File: src/rtl/blockade_pkg.sv
// blockade_pkg: shared types and joystick bit indices for the Blockade input conditioner.
package blockade_pkg;
    typedef enum logic [2:0] {DIR_NONE, DIR_UP, DIR_DOWN, DIR_LEFT, DIR_RIGHT} dir_t;
    typedef enum logic [1:0] {IDLE, PULSE, LOCK} coin_state_t;
    localparam int JOY_RIGHT = 0;
    localparam int JOY_LEFT  = 1;
    localparam int JOY_DOWN  = 2;
    localparam int JOY_UP    = 3;
    localparam int JOY_COIN  = 4;
    localparam int JOY_START = 5;
    // One-hot mask of a direction in joystick bit positions; NONE maps to 0.
    function automatic logic [3:0] dir_mask(dir_t d);
        return d == DIR_UP    ? 4'(1 << JOY_UP)    :
               d == DIR_DOWN  ? 4'(1 << JOY_DOWN)  :
               d == DIR_LEFT  ? 4'(1 << JOY_LEFT)  :
               d == DIR_RIGHT ? 4'(1 << JOY_RIGHT) : 4'b0000;
    endfunction
endpackage

File: src/rtl/blockade_4way.sv
// blockade_4way: per-player 4-way stick resolver; the first-pressed direction wins a diagonal.
// Only built when BLOCKADE_4WAY_EN is defined.
`ifdef BLOCKADE_4WAY_EN
module blockade_4way
    import blockade_pkg::*;
(
    input  logic       clk,
    input  logic       reset_n,
    input  logic [3:0] raw,
    output logic [3:0] dir_n
);
    dir_t dir, dir_d;

    always_ff @(posedge clk or negedge reset_n)
        if (!reset_n) dir <= DIR_NONE;
        else          dir <= dir_d;

    always_comb
        dir_d = raw == 4'b0000         ? DIR_NONE :
                |(raw & dir_mask(dir)) ? dir      :
                raw[JOY_UP]            ? DIR_UP   :
                raw[JOY_DOWN]          ? DIR_DOWN :
                raw[JOY_LEFT]          ? DIR_LEFT : DIR_RIGHT;

    assign dir_n = ~dir_mask(dir);
endmodule
`endif

File: src/rtl/blockade_inputs.sv
// blockade_inputs: joystick/DIP conditioner producing the active-low in0/in1/in2 cabinet ports.
// BLOCKADE_4WAY_EN selects 4-way stick resolution; otherwise raw directions pass through.
module blockade_inputs
    import blockade_pkg::*;
#(
    parameter int COIN_FRAMES = 3
) (
    input  logic        clk,
    input  logic        reset_n,
    input  logic [15:0] joy0,
    input  logic [15:0] joy1,
    input  logic [7:0]  dsw,
    input  logic        vblank,
    output logic [7:0]  in0,
    output logic [7:0]  in1,
    output logic [7:0]  in2
);
    coin_state_t state, state_d;
    logic [3:0]  cnt, cnt_d;
    logic        vblank_q, coin_q, coin_n_d;
    logic        unused;

    wire coin_raw  = joy0[JOY_COIN] | joy1[JOY_COIN];
    wire coin_rise = coin_raw & ~coin_q;
    wire vb_rise   = vblank & ~vblank_q;

    assign unused = &{1'b0, joy0[15:6], joy1[15:6]};

    // coin_q resets high so a coin held through reset cannot fire a pulse.
    always_ff @(posedge clk or negedge reset_n)
        if (!reset_n) begin
            state    <= IDLE;
            cnt      <= 4'd0;
            vblank_q <= 1'b0;
            coin_q   <= 1'b1;
        end else begin
            state    <= state_d;
            cnt      <= cnt_d;
            vblank_q <= vblank;
            coin_q   <= coin_raw;
        end

    always_comb begin
        state_d = state;
        cnt_d   = cnt;
        case (state)
            IDLE:
                if (coin_rise) begin
                    state_d = PULSE;
                    cnt_d   = 4'(COIN_FRAMES);
                end
            PULSE:
                if (vb_rise) begin
                    cnt_d   = cnt == 4'd0 ? cnt : cnt - 4'd1;
                    state_d = cnt_d == 4'd0 ? LOCK : PULSE;
                end
            LOCK:
                if (!coin_raw) state_d = IDLE;
            default:
                state_d = IDLE;
        endcase
    end

    always_comb coin_n_d = state_d != PULSE;

    always_ff @(posedge clk or negedge reset_n)
        if (!reset_n) begin
            in0 <= 8'hFF;
            in2 <= 8'hFF;
        end else begin
            in0 <= {coin_n_d, ~(joy0[JOY_START] | joy1[JOY_START]), 6'b111111};
            in2 <= ~dsw;
        end

`ifdef BLOCKADE_4WAY_EN
    blockade_4way u_p1 (.clk(clk), .reset_n(reset_n), .raw(joy0[3:0]), .dir_n(in1[3:0]));
    blockade_4way u_p2 (.clk(clk), .reset_n(reset_n), .raw(joy1[3:0]), .dir_n(in1[7:4]));
`else
    always_ff @(posedge clk or negedge reset_n)
        if (!reset_n) in1 <= 8'hFF;
        else          in1 <= ~{joy1[3:0], joy0[3:0]};
`endif
endmodule

File: config.mk
export PLATFORM = sky130hd
export DESIGN_NAME = blockade_inputs
export DESIGN_NICKNAME = d
export VERILOG_FILES = /design/src/rtl/blockade_pkg.sv /design/src/rtl/blockade_4way.sv /design/src/rtl/blockade_inputs.sv
export SDC_FILE = /design/constraint.sdc
export NUM_CORES = 1
export LEC_CHECK = 0
export ABC_AREA = 1
export CAP_MARGIN = 20
export CORE_ASPECT_RATIO = 0.9
export CORE_MARGIN = 5
export CORE_UTILIZATION = 35
export DETAILED_ROUTE_END_ITERATION = 10
export PLACE_DENSITY = 0.84
export SYNTH_ARGS = -nofsm -noshare
export SYNTH_HDL_FRONTEND = slang
export SYNTH_HIERARCHICAL = 1
export SYNTH_SLANG_ARGS = --single-unit
File: constraint.sdc
create_clock -name clk -period 1.61 [get_ports clk]
set_input_delay 0.2415 -clock clk [delete_from_list [all_inputs] [get_ports clk]]
set_output_delay 0.2415 -clock clk [all_outputs]
set_load 0.02 [all_outputs]
==> flow_summary.ini <==
[run_status]
status = completed

[floorplan]
initial_core_util = 0.3729
fp.coreArea_sq_um = 2815
rows = 18
die_x_um = 67.73
io_pins = 67
die_h_um = 61.96
die-area_sq_um = 4196

[power_and_ir_drop]
vdd_ir_drop_max_mv = 0.4767
p_leak_nw = 0.7539
power.density_nw_per_um2 = 1235
finalPower_mw = 1.882

[place]
gp_congestion = 0.7663
post-place-cells = 183
hpwlAfterDp_mm = 1.629
placed_area_sq_um = 1481
pre_cts_ws_ps = 91.01
port_buffers = 40

[drt]
drtPass1Iterations = 4
viasPerCell = 4.096
routedWlPerCell_um = 10.47
num_vias = 766
drc = 0
antenna_left = 0
drt_iter0_drc = 35
routed_wl_mm = 1.958

[logic_synthesis]
synth-edff-count = 0
synth_cell_type_count = 21
ys_seq_area_frac = 0.6424
syn_avg_cell_area_sq_um = 10.19
yosysWarnings = 6
synth_top_area_share = 0.4756
async_reset_ff_frac = 1.000
synth_area_leader_cell = dfstp_2
synth.cell_area_sq_um = 1050
postSynthCellCount = 103
synth_flop_cell = dfstp_2
ys_ff_latch = 26
yosys-top-cells-area = dfstp_2 (48%), dfrtp_1 (17%), inv_1 (8.6%)

[layout]
nFillCells = 261
instances_no_fill = 187
drive_above_1_share = 0.2381
fin_nets = 192
fin_util = 0.5413
num_antenna_cells = 0
multiInputGateArea_sq_um = 267.8
synthToLayoutAreaGrowth_pct = 45.17
design_area_sq_um = 1524
regArea_sq_um = 674.4

[critical_path]
worstReg2RegEnd = state[0]
r2r-start = cnt[1]
r2r.worst_path.cells = 11
crit_path_end_kind = flop
crit_type = flop to flop
crit_chain = inv_1 > ha_4 > inv_1 > nand2_1 > nand2_1 > nand2_1 > nand3_2 > nor2_2 > nand2_2 > nand2_1 > nand2_1
cpPeakStageDelay_ps = 410
crit_slowest_cell = dfrtp_1
critPathLaunchType = flop
cp.arrival_ps = 1670
rrSetupSlack_ps = 160
path_buf_inv = 2
critPathTopFamily = simple AND/OR/NAND/NOR gates
crit_top_cell = nand2_1
required_ps = 1830
worst-path-max-fanout = 6

[global_route]
grtUsageTotal = 0.1047
grt_max_degree = 27
antenna_found_initial = 0
grt_pass1_vias = 809
grt_pass1_wl_mm = 3.222
overflow = 0

[timing]
hold_ws_ps = 279.7
rsz0062_at_grt = no
worst_slack_ps = 161.4
fin_crit_sh = 0.8998
fmax_ghz = 0.6903
hold_viol = 0
drv_slew = 0
skew_ps = 2.164
fin_setup_tns_ps = 0
period_minus_slack_ps = 1449
setup_viol = 0

[cts]
clock_latency_ps = 310
cts_setup_buffers = 0
cts_sinks = 26
cts_root_buffer = clkbuf_4
htree_levels = 1
numCtsBuffers = 3
ctsHoldBuffers = 0
cts_tree = yes
cts_buffer_depth = 2
clk_pin_slew_worst_paths_ps = 130

[min_path]
min_path_type = primary input to async pin

[flow_run]
maxCapViolCount = 0
==> synth_stat cells, types with 2 or more instances <==
cell type / count
nand2_2: 2
o21ai_1: 3
nand3_1: 8
dfstp_2: 19
inv_1: 24
nand2_1: 18
buf_4: 6
nor2_1: 2
nor2_2: 3
dfrtp_1: 7
==> cell families (layout without fill, tap and decap cells) <==
kind of cell | count (synthesis) | in the layout | share of synthesized area
flops | 26 | 26 | 0.6424
fa+ha+maj | 1 | 1 | 0.01192
compound gates | 6 | 6 | 0.03337
buf+inv | 31 | 70 | 0.1323
other cells | 1 | 6 | 0.003572
simple gates | 38 | 38 | 0.1764
==> repair_timing <==
item	in CTS	in global routing
endpoints found under the setup margin	18	3
pin swaps	0	0
gates resized for setup	18	3
==> flip-flops by register name, indices dropped and copies added (netlist names) <==
signal    count
cnt           4
in0           2
in2           8
vblank_q      1
state         2
coin_q        1
in1           8
==> worst max path at each step <==
stage	from	endpoint	slack, ps	cells past startpoint
4_1_cts	cnt[0]	state[0]	60	11
5_1_grt	cnt[1]	state[0]	9	11
3_5_place_dp	cnt[0]	state[0]	90	11
2_1_floorplan	cnt[0]	state[0]	240	11
3_3_place_gp	cnt[0]	state[0]	170	11
6_report	cnt[1]	state[0]	160	11
==> area by class of cell <==
class                           count  area share
Timing Repair Buffer               41      0.2529
Clock buffer                        3     0.01478
Sequential cell                    26      0.4425
Multi-Input combinational cell     51      0.1757
Clock inverter                      1     0.01970
Tap cell                           40     0.03284
Inverter                           25     0.06158
==> layout by cell type (no fill, tap or decap), types with 2 or more instances in the layout <==
| cell type | Yosys | routed |
|---|---|---|
| inv_2 | 1 | 2 |
| clkbuf_4 | 0 | 3 |
| conb_1 | 1 | 6 |
| dfstp_2 | 19 | 19 |
| clkdlybuf4s50_1 | 0 | 22 |
| nor2_2 | 3 | 3 |
| nor2_1 | 2 | 2 |
| nand3_1 | 8 | 8 |
| o21ai_1 | 3 | 3 |
| dfrtp_1 | 7 | 7 |
| nand2_2 | 2 | 2 |
| nand2_1 | 18 | 18 |
| inv_1 | 24 | 23 |
| dlygate4sd2_1 | 0 | 18 |
==> where the power goes <==
group / leakage, nW / switching [mW] / internal (mW)
clock network: 0.0279 / 0.183 / 0.252
logic: 0.441 / 0.367 / 0.248
registers: 0.285 / 0.0580 / 0.774
total: 0.754 / 0.608 / 1.27
==> worst reg2reg max path, delay by kind of cell, from the launching register on <==
family / cells / cell delay [ps]
simple gates: 8 / 560
flops: 1 / 410
buf+inv: 2 / 190
fa+ha+maj: 1 / 190
==> per-layer routing <==
metal / track usage / vias up / routed length, um
met5: 0 / - / 0
met4: 0.02312 / 0 / 0
met3: 0.03957 / 0 / 123
met2: 0.2122 / 25 / 1179
met1: 0.09944 / 360 / 655
li1: - / 381 / -
(Power assumes the default switching activity.)
